File: config.mk
export PLATFORM = sky130hd
export DESIGN_NAME = bitplane_packer_flat
export DESIGN_NICKNAME = d
export VERILOG_FILES = /design/src/rtl/bitplane_packer_if.sv /design/src/rtl/bitplane_packer.sv /design/src/flat_wrapper.sv
export SDC_FILE = /design/constraint.sdc
export NUM_CORES = 2
export LEC_CHECK = 0
export ABC_AREA = 1
export BUFFER_PORTS_ARGS = -buffer_cell sky130_fd_sc_hd__buf_4
export CAP_MARGIN = 10
export CORE_AREA = 2 2 458 460
export CTS_CLUSTER_SIZE = 12
export DETAILED_ROUTE_END_ITERATION = 6
export DIE_AREA = 0 0 460 462
export MAX_ROUTING_LAYER = met4
export PLACE_DENSITY = 0.41
export SYNTH_ARGS = -nofsm -noshare
export SYNTH_HDL_FRONTEND = slang
export SYNTH_SLANG_ARGS = --single-unit
File: constraint.sdc
create_clock -name SYS_CLK -period 69.4 [get_ports SYS_CLK]
set_clock_uncertainty 0.15 [all_clocks]
set_input_delay 13.88 -clock SYS_CLK [delete_from_list [all_inputs] [get_ports SYS_CLK]]
set_output_delay 13.88 -clock SYS_CLK [all_outputs]
set_load 0.03 [all_outputs]
File: src/rtl/bitplane_packer_if.sv
// Pixel-in / bit-plane-beat-out bundle for bitplane_packer.
// slave = packer side, master = pixel source plus SRAM writer side.
interface bitplane_packer_if #(
  parameter int unsigned DW = 128
);
  logic [DW*8-1:0] PIX_IN;
  logic            PIX_VLD;
  logic            PIX_SOF;
  logic            PIX_RDY;
  logic [7:0]      PIC_SIZE;
  logic            WREADY;
  logic [DW-1:0]   DATA;
  logic            DATA_VLD;
  logic            DATA_HSYNC;
  logic            DATA_SOP;
  logic            FRAME_DONE;
  logic            ERR;

  modport slave (
    input  PIX_IN, PIX_VLD, PIX_SOF, PIC_SIZE, WREADY,
    output PIX_RDY, DATA, DATA_VLD, DATA_HSYNC, DATA_SOP, FRAME_DONE, ERR
  );

  modport master (
    output PIX_IN, PIX_VLD, PIX_SOF, PIC_SIZE, WREADY,
    input  PIX_RDY, DATA, DATA_VLD, DATA_HSYNC, DATA_SOP, FRAME_DONE, ERR
  );
endinterface

File: src/rtl/bitplane_packer.sv
// Turns one DW-channel 8-bit pixel position into 8 paced bit-plane beats with SOP/HSYNC framing.
// Define BP_MSB_FIRST_EN to emit planes 7..0; default order is 0..7.
module bitplane_packer #(
  parameter int unsigned DW       = 128,
  parameter int unsigned BEAT_GAP = 5
) (
  input  logic                SYS_CLK,
  input  logic                SYS_RST,
  bitplane_packer_if.slave    bus
);
  localparam int unsigned PW = DW * 8;
  localparam int unsigned GW = (BEAT_GAP < 2) ? 1 : $clog2(BEAT_GAP);

  typedef enum logic [2:0] {S_IDLE, S_SOP, S_GAP, S_BEAT, S_HSYNC} state_t;

  state_t          state, state_nxt;
  logic [PW-1:0]   pix_q;
  logic [7:0]      size_q, col_q, row_q;
  logic [2:0]      plane_q, plane_sel;
  logic [GW-1:0]   gap_q;
  logic            frame_act_q;

  logic            pix_rdy_q, data_vld_q, hsync_q, sop_q, done_q, err_q;
  logic [DW-1:0]   data_q;

  logic            accept_c, gap_last_c, err_c;
  logic [7:0]      size_last_c;
  logic [DW-1:0]   beat_c;
  logic [7:0]      px8;

  assign accept_c    = (state == S_IDLE) && pix_rdy_q && bus.PIX_VLD;
  assign gap_last_c  = (gap_q == GW'(BEAT_GAP - 1));
  assign size_last_c = size_q - 8'd1;

`ifdef BP_MSB_FIRST_EN
  assign plane_sel = 3'd7 - plane_q;
`else
  assign plane_sel = plane_q;
`endif

  // Gather bit plane_sel of every channel into one beat
  always_comb begin
    beat_c = '0;
    px8    = '0;
    for (int c = 0; c < DW; c++) begin
      px8       = pix_q[8*c +: 8];
      beat_c[c] = px8[plane_sel];
    end
  end

  always_ff @(posedge SYS_CLK or posedge SYS_RST) begin
    if (SYS_RST) state <= S_IDLE;
    else         state <= state_nxt;
  end

  always_comb begin
    state_nxt = state;
    err_c     = 1'b0;
    case (state)
      S_IDLE: begin
        if (accept_c) begin
          if (bus.PIX_SOF) begin
            if (bus.PIC_SIZE >= 8'd3) begin
              state_nxt = S_SOP;
              err_c     = frame_act_q;
            end else begin
              err_c = 1'b1;
            end
          end else if (frame_act_q) begin
            state_nxt = S_GAP;
          end else begin
            err_c = 1'b1;
          end
        end
      end
      S_SOP:   state_nxt = S_GAP;
      S_GAP:   if (gap_last_c && bus.WREADY) state_nxt = S_BEAT;
      S_BEAT: begin
        if (plane_q != 3'd7)          state_nxt = S_GAP;
        else if (col_q != size_last_c) state_nxt = S_IDLE;
        else                           state_nxt = S_HSYNC;
      end
      S_HSYNC: state_nxt = S_IDLE;
      default: state_nxt = S_IDLE;
    endcase
  end

  // Counters, pixel latch and registered outputs derived from the upcoming state
  always_ff @(posedge SYS_CLK or posedge SYS_RST) begin
    if (SYS_RST) begin
      pix_q       <= '0;
      size_q      <= '0;
      col_q       <= '0;
      row_q       <= '0;
      plane_q     <= '0;
      gap_q       <= '0;
      frame_act_q <= 1'b0;
      pix_rdy_q   <= 1'b0;
      data_vld_q  <= 1'b0;
      hsync_q     <= 1'b0;
      sop_q       <= 1'b0;
      done_q      <= 1'b0;
      err_q       <= 1'b0;
      data_q      <= '0;
    end else begin
      pix_rdy_q  <= (state_nxt == S_IDLE);
      data_vld_q <= (state_nxt == S_BEAT);
      sop_q      <= (state_nxt == S_SOP);
      hsync_q    <= (state_nxt == S_HSYNC);
      done_q     <= (state_nxt == S_HSYNC) && (row_q == size_last_c);
      err_q      <= err_c;
      if (state_nxt == S_BEAT) data_q <= beat_c;
      if (accept_c)            pix_q  <= bus.PIX_IN;

      if (state == S_GAP) begin
        if (!gap_last_c) gap_q <= gap_q + GW'(1);
      end else begin
        gap_q <= '0;
      end

      case (state)
        S_IDLE: begin
          if (accept_c && bus.PIX_SOF && (bus.PIC_SIZE >= 8'd3)) begin
            size_q      <= bus.PIC_SIZE;
            col_q       <= '0;
            row_q       <= '0;
            frame_act_q <= 1'b1;
          end
        end
        S_BEAT: begin
          plane_q <= plane_q + 3'd1;
          if ((plane_q == 3'd7) && (col_q != size_last_c)) col_q <= col_q + 8'd1;
        end
        S_HSYNC: begin
          col_q <= '0;
          if (row_q != size_last_c) begin
            row_q <= row_q + 8'd1;
          end else begin
            row_q       <= '0;
            frame_act_q <= 1'b0;
          end
        end
        default: ;
      endcase
    end
  end

  assign bus.PIX_RDY    = pix_rdy_q;
  assign bus.DATA       = data_q;
  assign bus.DATA_VLD   = data_vld_q;
  assign bus.DATA_HSYNC = hsync_q;
  assign bus.DATA_SOP   = sop_q;
  assign bus.FRAME_DONE = done_q;
  assign bus.ERR        = err_q;
endmodule

File: src/flat_wrapper.sv
// flat-port wrapper written by rule: the top's interface ports become plain ports
module bitplane_packer_flat 
#(
  parameter int unsigned DW       = 128,
  parameter int unsigned BEAT_GAP = 5
)
  (SYS_CLK, SYS_RST, bus_PIX_IN, bus_PIX_VLD, bus_PIX_SOF, bus_PIC_SIZE, bus_WREADY, bus_PIX_RDY, bus_DATA, bus_DATA_VLD, bus_DATA_HSYNC, bus_DATA_SOP, bus_FRAME_DONE, bus_ERR);
  bitplane_packer_if #(.DW(DW)) bus_i ();
  input  logic SYS_CLK;
  input  logic SYS_RST;
  input wire logic [$bits(bus_i.PIX_IN)-1:0] bus_PIX_IN;
  input wire logic [$bits(bus_i.PIX_VLD)-1:0] bus_PIX_VLD;
  input wire logic [$bits(bus_i.PIX_SOF)-1:0] bus_PIX_SOF;
  input wire logic [$bits(bus_i.PIC_SIZE)-1:0] bus_PIC_SIZE;
  input wire logic [$bits(bus_i.WREADY)-1:0] bus_WREADY;
  output wire logic [$bits(bus_i.PIX_RDY)-1:0] bus_PIX_RDY;
  output wire logic [$bits(bus_i.DATA)-1:0] bus_DATA;
  output wire logic [$bits(bus_i.DATA_VLD)-1:0] bus_DATA_VLD;
  output wire logic [$bits(bus_i.DATA_HSYNC)-1:0] bus_DATA_HSYNC;
  output wire logic [$bits(bus_i.DATA_SOP)-1:0] bus_DATA_SOP;
  output wire logic [$bits(bus_i.FRAME_DONE)-1:0] bus_FRAME_DONE;
  output wire logic [$bits(bus_i.ERR)-1:0] bus_ERR;
  assign bus_i.PIX_IN = bus_PIX_IN;
  assign bus_i.PIX_VLD = bus_PIX_VLD;
  assign bus_i.PIX_SOF = bus_PIX_SOF;
  assign bus_i.PIC_SIZE = bus_PIC_SIZE;
  assign bus_i.WREADY = bus_WREADY;
  assign bus_PIX_RDY = bus_i.PIX_RDY;
  assign bus_DATA = bus_i.DATA;
  assign bus_DATA_VLD = bus_i.DATA_VLD;
  assign bus_DATA_HSYNC = bus_i.DATA_HSYNC;
  assign bus_DATA_SOP = bus_i.DATA_SOP;
  assign bus_FRAME_DONE = bus_i.FRAME_DONE;
  assign bus_ERR = bus_i.ERR;
  bitplane_packer #(.DW(DW), .BEAT_GAP(BEAT_GAP)) u_core (.SYS_CLK(SYS_CLK), .SYS_RST(SYS_RST), .bus(bus_i));
endmodule
# Word level (Yosys, flattened, before mapping)
# Cells that the tools add are included.
# word_totals
ff_bits,1192
input_bits,1037
elab_cells,333
out_inout_bits,134
# classes
n_lt_le_gt_ge,2
eq_ne,17
n_addsub,5
n_mux,279
reduce_logical,15
# ops
operator,n
binary-select mux 1 bit (select 3 bit),128
two-way mux 1 bit,135
two-way mux 3 bit,9
two-way mux 8 bit,3
case mux 8 bit (3 select lines),1
adder 8 x 1 -> 8 bit (second input constant),2
!= test 8 bit,2
case mux 8 bit (2 select lines),1
equality test 3 bit (second input constant),4
case mux 3 bit (4 select lines),1
equality test 3 x 2 -> 1 bit (second input constant),3
equality test 8 bit,1
greater-or-equal comparator 8 x 2 -> 1 bit (second input constant),1
subtractor 8 x 1 -> 8 bit (second input constant),1
logical AND 1 bit,7
adder 3 x 1 -> 3 bit (second input constant),2
equality test 3 x 1 -> 1 bit (second input constant),2
logical NOT 3 bit,2
!= test 2 bit (second input constant),3
AND reduction 3 bit,2
< comparator 3 x 4 -> 1 bit (second input constant),1
AND reduction 2 bit,2
!= test 3 bit (second input constant),1
nonzero test 3 bit,1
3 further kinds,3

# Longest topological paths before layout
# logic_depth
depth_word,7
ltp_mapped,14

# Least setup slack after synthesis
# Ideal clock, no wire load.
# synth_timing
kind,input -> register
from,in bus_PIX_VLD
to,reg u_core.col_q[2]
arrival_time_ns,14.870
slack_ns,54.263
path_stages,8
cell_sequence,nand2_1 nor3_4 nand3_2 nand2_2 inv_2 buf_2 nand3_1 nand2_1
# synth_via
elab_chain_cells,5
# synth_lines
item,line_no,source
from (decl),flat_wrapper.sv:12,input wire logic [$bits(bus_i.PIX_VLD)-1:0] bus_PIX_VLD;
logical AND 1 bit,bitplane_packer.sv:31,assign accept_c = (state == S_IDLE) && pix_rdy_q && bus.PIX_VLD;
logical AND 1 bit (2 in series),bitplane_packer.sv:123,if (accept_c && bus.PIX_SOF && (bus.PIC_SIZE >= 8'd3)) begin
!= test 2 bit (no line),--,
AND reduction 3 bit (no line),--,
to (signal assigned),bitplane_packer.sv:132,if ((plane_q == 3'd7) && (col_q != size_last_c)) col_q <= col_q + 8'd1;
to (decl),bitplane_packer.sv:18,"logic [7:0] size_q, col_q, row_q;"
# Every way passes these cells.
# A chain may end at the register's enable or synchronous reset.

# Worst setup path in the final report
# layout_timing
from,in bus_PIX_VLD
to,reg u_core.pix_q[802]
# layout_via
elab_chain_cells,1
# layout_lines
item,line_no,source
logical AND 1 bit,bitplane_packer.sv:31,
to (signal assigned),bitplane_packer.sv:113,if (accept_c) pix_q <= bus.PIX_IN;
to (decl),bitplane_packer.sv:17,logic [PW-1:0] pix_q;
# Every way passes these cells.

==> summary.md <==
| Metric | Value |
|---|---|
| Status | finished clean |
| Yosys reg bits | about 1,200 |
| CTS root buf | clkbuf_16 |
| Crit-path slowest cell | buf_4 |
| Worst min path class | reg2reg |
| Syn avg cell area | around 8 sq um |
| Power, Total | between 2 and 2.5 mW |
| Mapped cell area | about 53,000 sq um |
| Seq/Total Area, Yosys | a little under three fifths |
| HPWL Detailed | 157,000 um |
| Post-CTS Setup Repair Bufs | 0 |
| Synth unique cells | 30 |
| Share of the synthesized area in the top cell type | between 50 and 60% |
| Iter 0 DRT Violations | ~3,800 |
| Via density | around 4.6 |
| Most frequent cells in the layout | nand2_1, buf_4, dfrtp_1 |
| H-tree depth | 4 |
| Slew @ Worst Pin | about 1.2 ns |
| Yosys Warn Count | 0 |
| Worst EP arrival | around 19 ns |
| Fmax | roughly 54 MHz |
| Post-CTS sizing | 0 |
| GR Overflow Total | 0 |
| CP Capture Type | register |
| Core Area | ~210,000 sq um |
| Clock latency at the later pin of the worst-skew pair | about 0.81 ns |
| Worst r2r dst | u_core.pix_q[802] |
| Routed Antenna Nets | 0 |
| Worst path cell trace | buf_4, nand2_1, nor3_4, buf_12, buf_4, buf_4, buf_4, buf_4, buf_4, o21ai_0 |
| CTS buffer count | between 100 and 150 |
| Setup TNS | 0 ns |
| Worst IR drop on VDD | 0.0287 mV |
| Pre-antenna DRT Iters | 5 |
| Ports | roughly 1,200 |
| IO buf count | about 1,200 |
| Final Hold Viols | 0 |
| GRT Total Usage | 21.7% |
| Post-Layout Cell Count | roughly 11,000 |
| Worst setup SP type | input pin |
| Die area | about 210,000 sq um |
| Area occupied by multi-input gates | between 20,000 and 25,000 sq um |
| Placed insts | ~10,000 |
| Initial antenna violation count | 75 |
| Routed vias | just under 50,000 |
| Drt drc | 0 |
| Register area | around 30,000 sq um |
| CTS tree | built |
| Gpl congestion | 0.867 |
| Most common cell after layout, fill and taps aside | nand2_1 |
| CTS clock-pin slew for the worst setup and hold paths | about 0.06 ns |
| Placement Rows | 168 |
| # hold bufs at CTS | 0 |
| WS Path Type | in2reg |
| Pwr dens | about 33 nW/um^2 |
| Unrepaired setup endpoints after global routing | no |
| Starting Density | between 20% and 30% |
| Die W | ~460 um |
| Critical Path End | u_core.pix_q[802] |
| Critical Path Source | bus_PIX_VLD |
| Max incr delay on CP | 0.85 ns |
| Leading post-synthesis cells by cell area | dfrtp_1, nand2_1, o21ai_0, nand3_1, a21oi_1 |
| Layout cells sized above 1 | about a fifth |
| Final Max Slew Viols | 0 |
| Final setup violation count | 0 |
| Max clock buf depth | 3 |
| Reg2Reg Setup Slack | around 64 ns |
| Worst slew margin | around a fifth |
| Crit share post-route | between 20% and 30% |
| Global-route wire length before repair | approximately 330,000 um |
| Worst path most repeated cell | buf_4 |
| Cell count after synthesis | 6,706 |
| Final nets | slightly below 9,000 |
| Worst Path Required | ~70 ns |
| Worst reg2reg startpoint | u_core.state[2] |
| # Max-Cap Violations | 0 |
| Synthesis-to-finish area growth | 29.7% |
| Clock period minus worst slack | approximately 18 ns |
| Per-cell routed wire length | approximately 22 um |
| Vias in the first global route | 48,200 |
| Crit path max fanout | 169 |
| CTS Sinks | 1,192 |
| Final WL | approximately 230,000 um |
| Yosys top cell by area | dfrtp_1 |
| Die height | 462 um |
| Fillers | around 22,000 |
| Net Count, Synth | a little under 8,000 |
| Leakage power | ~35 nW |
| Largest net degree at the start of global routing | about 210 |
| R2R cell count | 8 |
-- critical path, delay by kind of cell --
family / cells / cell delay [ns]
AO/OA/AOI/OAI: 1 / 0.20
buffers and inverters: 7 / 4.26
AND/OR/NAND/NOR: 2 / 0.28
-- area by class of cell --
type | count | share of cell area (%)
diodes | 71 | 0.257
clock buffers | 235 | 6.62
clock inverters | 29 | 0.481
inverters | 391 | 2.18
multi-input cells | 4668 | 28.9
flip-flops and latches | 1192 | 43.1
well taps | 2720 | 4.92
repair buffers | 1230 | 13.5
-- synthesized netlist by cell type, drive strengths merged --
cell,n
dfrtp,1192
ha,7
xnor2,2
nor3,7
o21ai,708
a31oi,128
a21oi,351
o211ai,1
clkinv,1
nor3b,3
o211a,1
inv,390
xor2,13
clkbuf,157
nor2,163
nand4,5
nand3,463
and3,1
buf,298
nand2,2809
nand3b,6
-- power by group --
group          leakage [nW]  internal (mW)  total [mW]  switching, mW
combinational          18.6          0.214       0.703          0.489
sequential             14.4          0.762       0.813         0.0505
clock                  2.42          0.467       0.790          0.322
-- logic make-up (layout without fill, tap and decap cells) --
| group | after synthesis | count (layout) | share of synthesized area [%] |
|---|---|---|---|
| simple gates | 3457 | 3457 | 25.6 |
| buf+inv | 846 | 1885 | 6.60 |
| fa+ha+maj | 7 | 7 | 0.164 |
| xor+xnor | 15 | 15 | 0.246 |
| compound gates | 1189 | 1189 | 11.5 |
| flops | 1192 | 1192 | 55.9 |
| other cells | 0 | 71 | 0 |
-- stage by stage --
stage               setup WS [ns]  hold WS, ns  util (%)  area (sq um)
floorplan                   21.79        0.291         -         53400
global placement            50.21        0.304      30.8         64100
detailed placement          50.14        0.308      30.8         64100
CTS                         51.02        0.322      33.2         69000
global route                50.57        0.332      33.3         69200
finish                      50.97        0.318      33.3         69200
-- routing by layer --
metal | routed length [um] | global-route usage, % | up-vias
li1 | - | - | 23300
met2 | 109000 | 34.7 | 1291
met4 | 5220 | 5.82 | 0
met3 | 15400 | 5.53 | 249
met1 | 100000 | 27.1 | 23600
met5 | 0 | - | -
-- registers in the layout, indices dropped and copies added (netlist names), 3 cells and up --
register and cells:
u_core.plane_q 3, u_core.gap_q 3, u_core.col_q 8, u_core.pix_q 1024, u_core.state 3, u_core.size_q 8
u_core.row_q 8, u_core.bus.DATA 128
-- how the worst min path moves through the flow --
stage                             startpoint            endpoint  slack [ns]  cells past startpoint
after floorplan           u_core.frame_act_q  u_core.frame_act_q        0.29                      2
after CTS                  u_core.pix_q[391]   u_core.pix_q[391]        0.32                      2
after global placement     u_core.pix_q[755]   u_core.pix_q[755]        0.30                      2
final                     u_core.pix_q[1001]  u_core.pix_q[1001]        0.32                      2
after detailed placement   u_core.pix_q[391]   u_core.pix_q[391]        0.31                      2
after global routing       u_core.pix_q[920]   u_core.pix_q[920]        0.33                      2
Note: power is estimated with default switching activity, not from simulation.
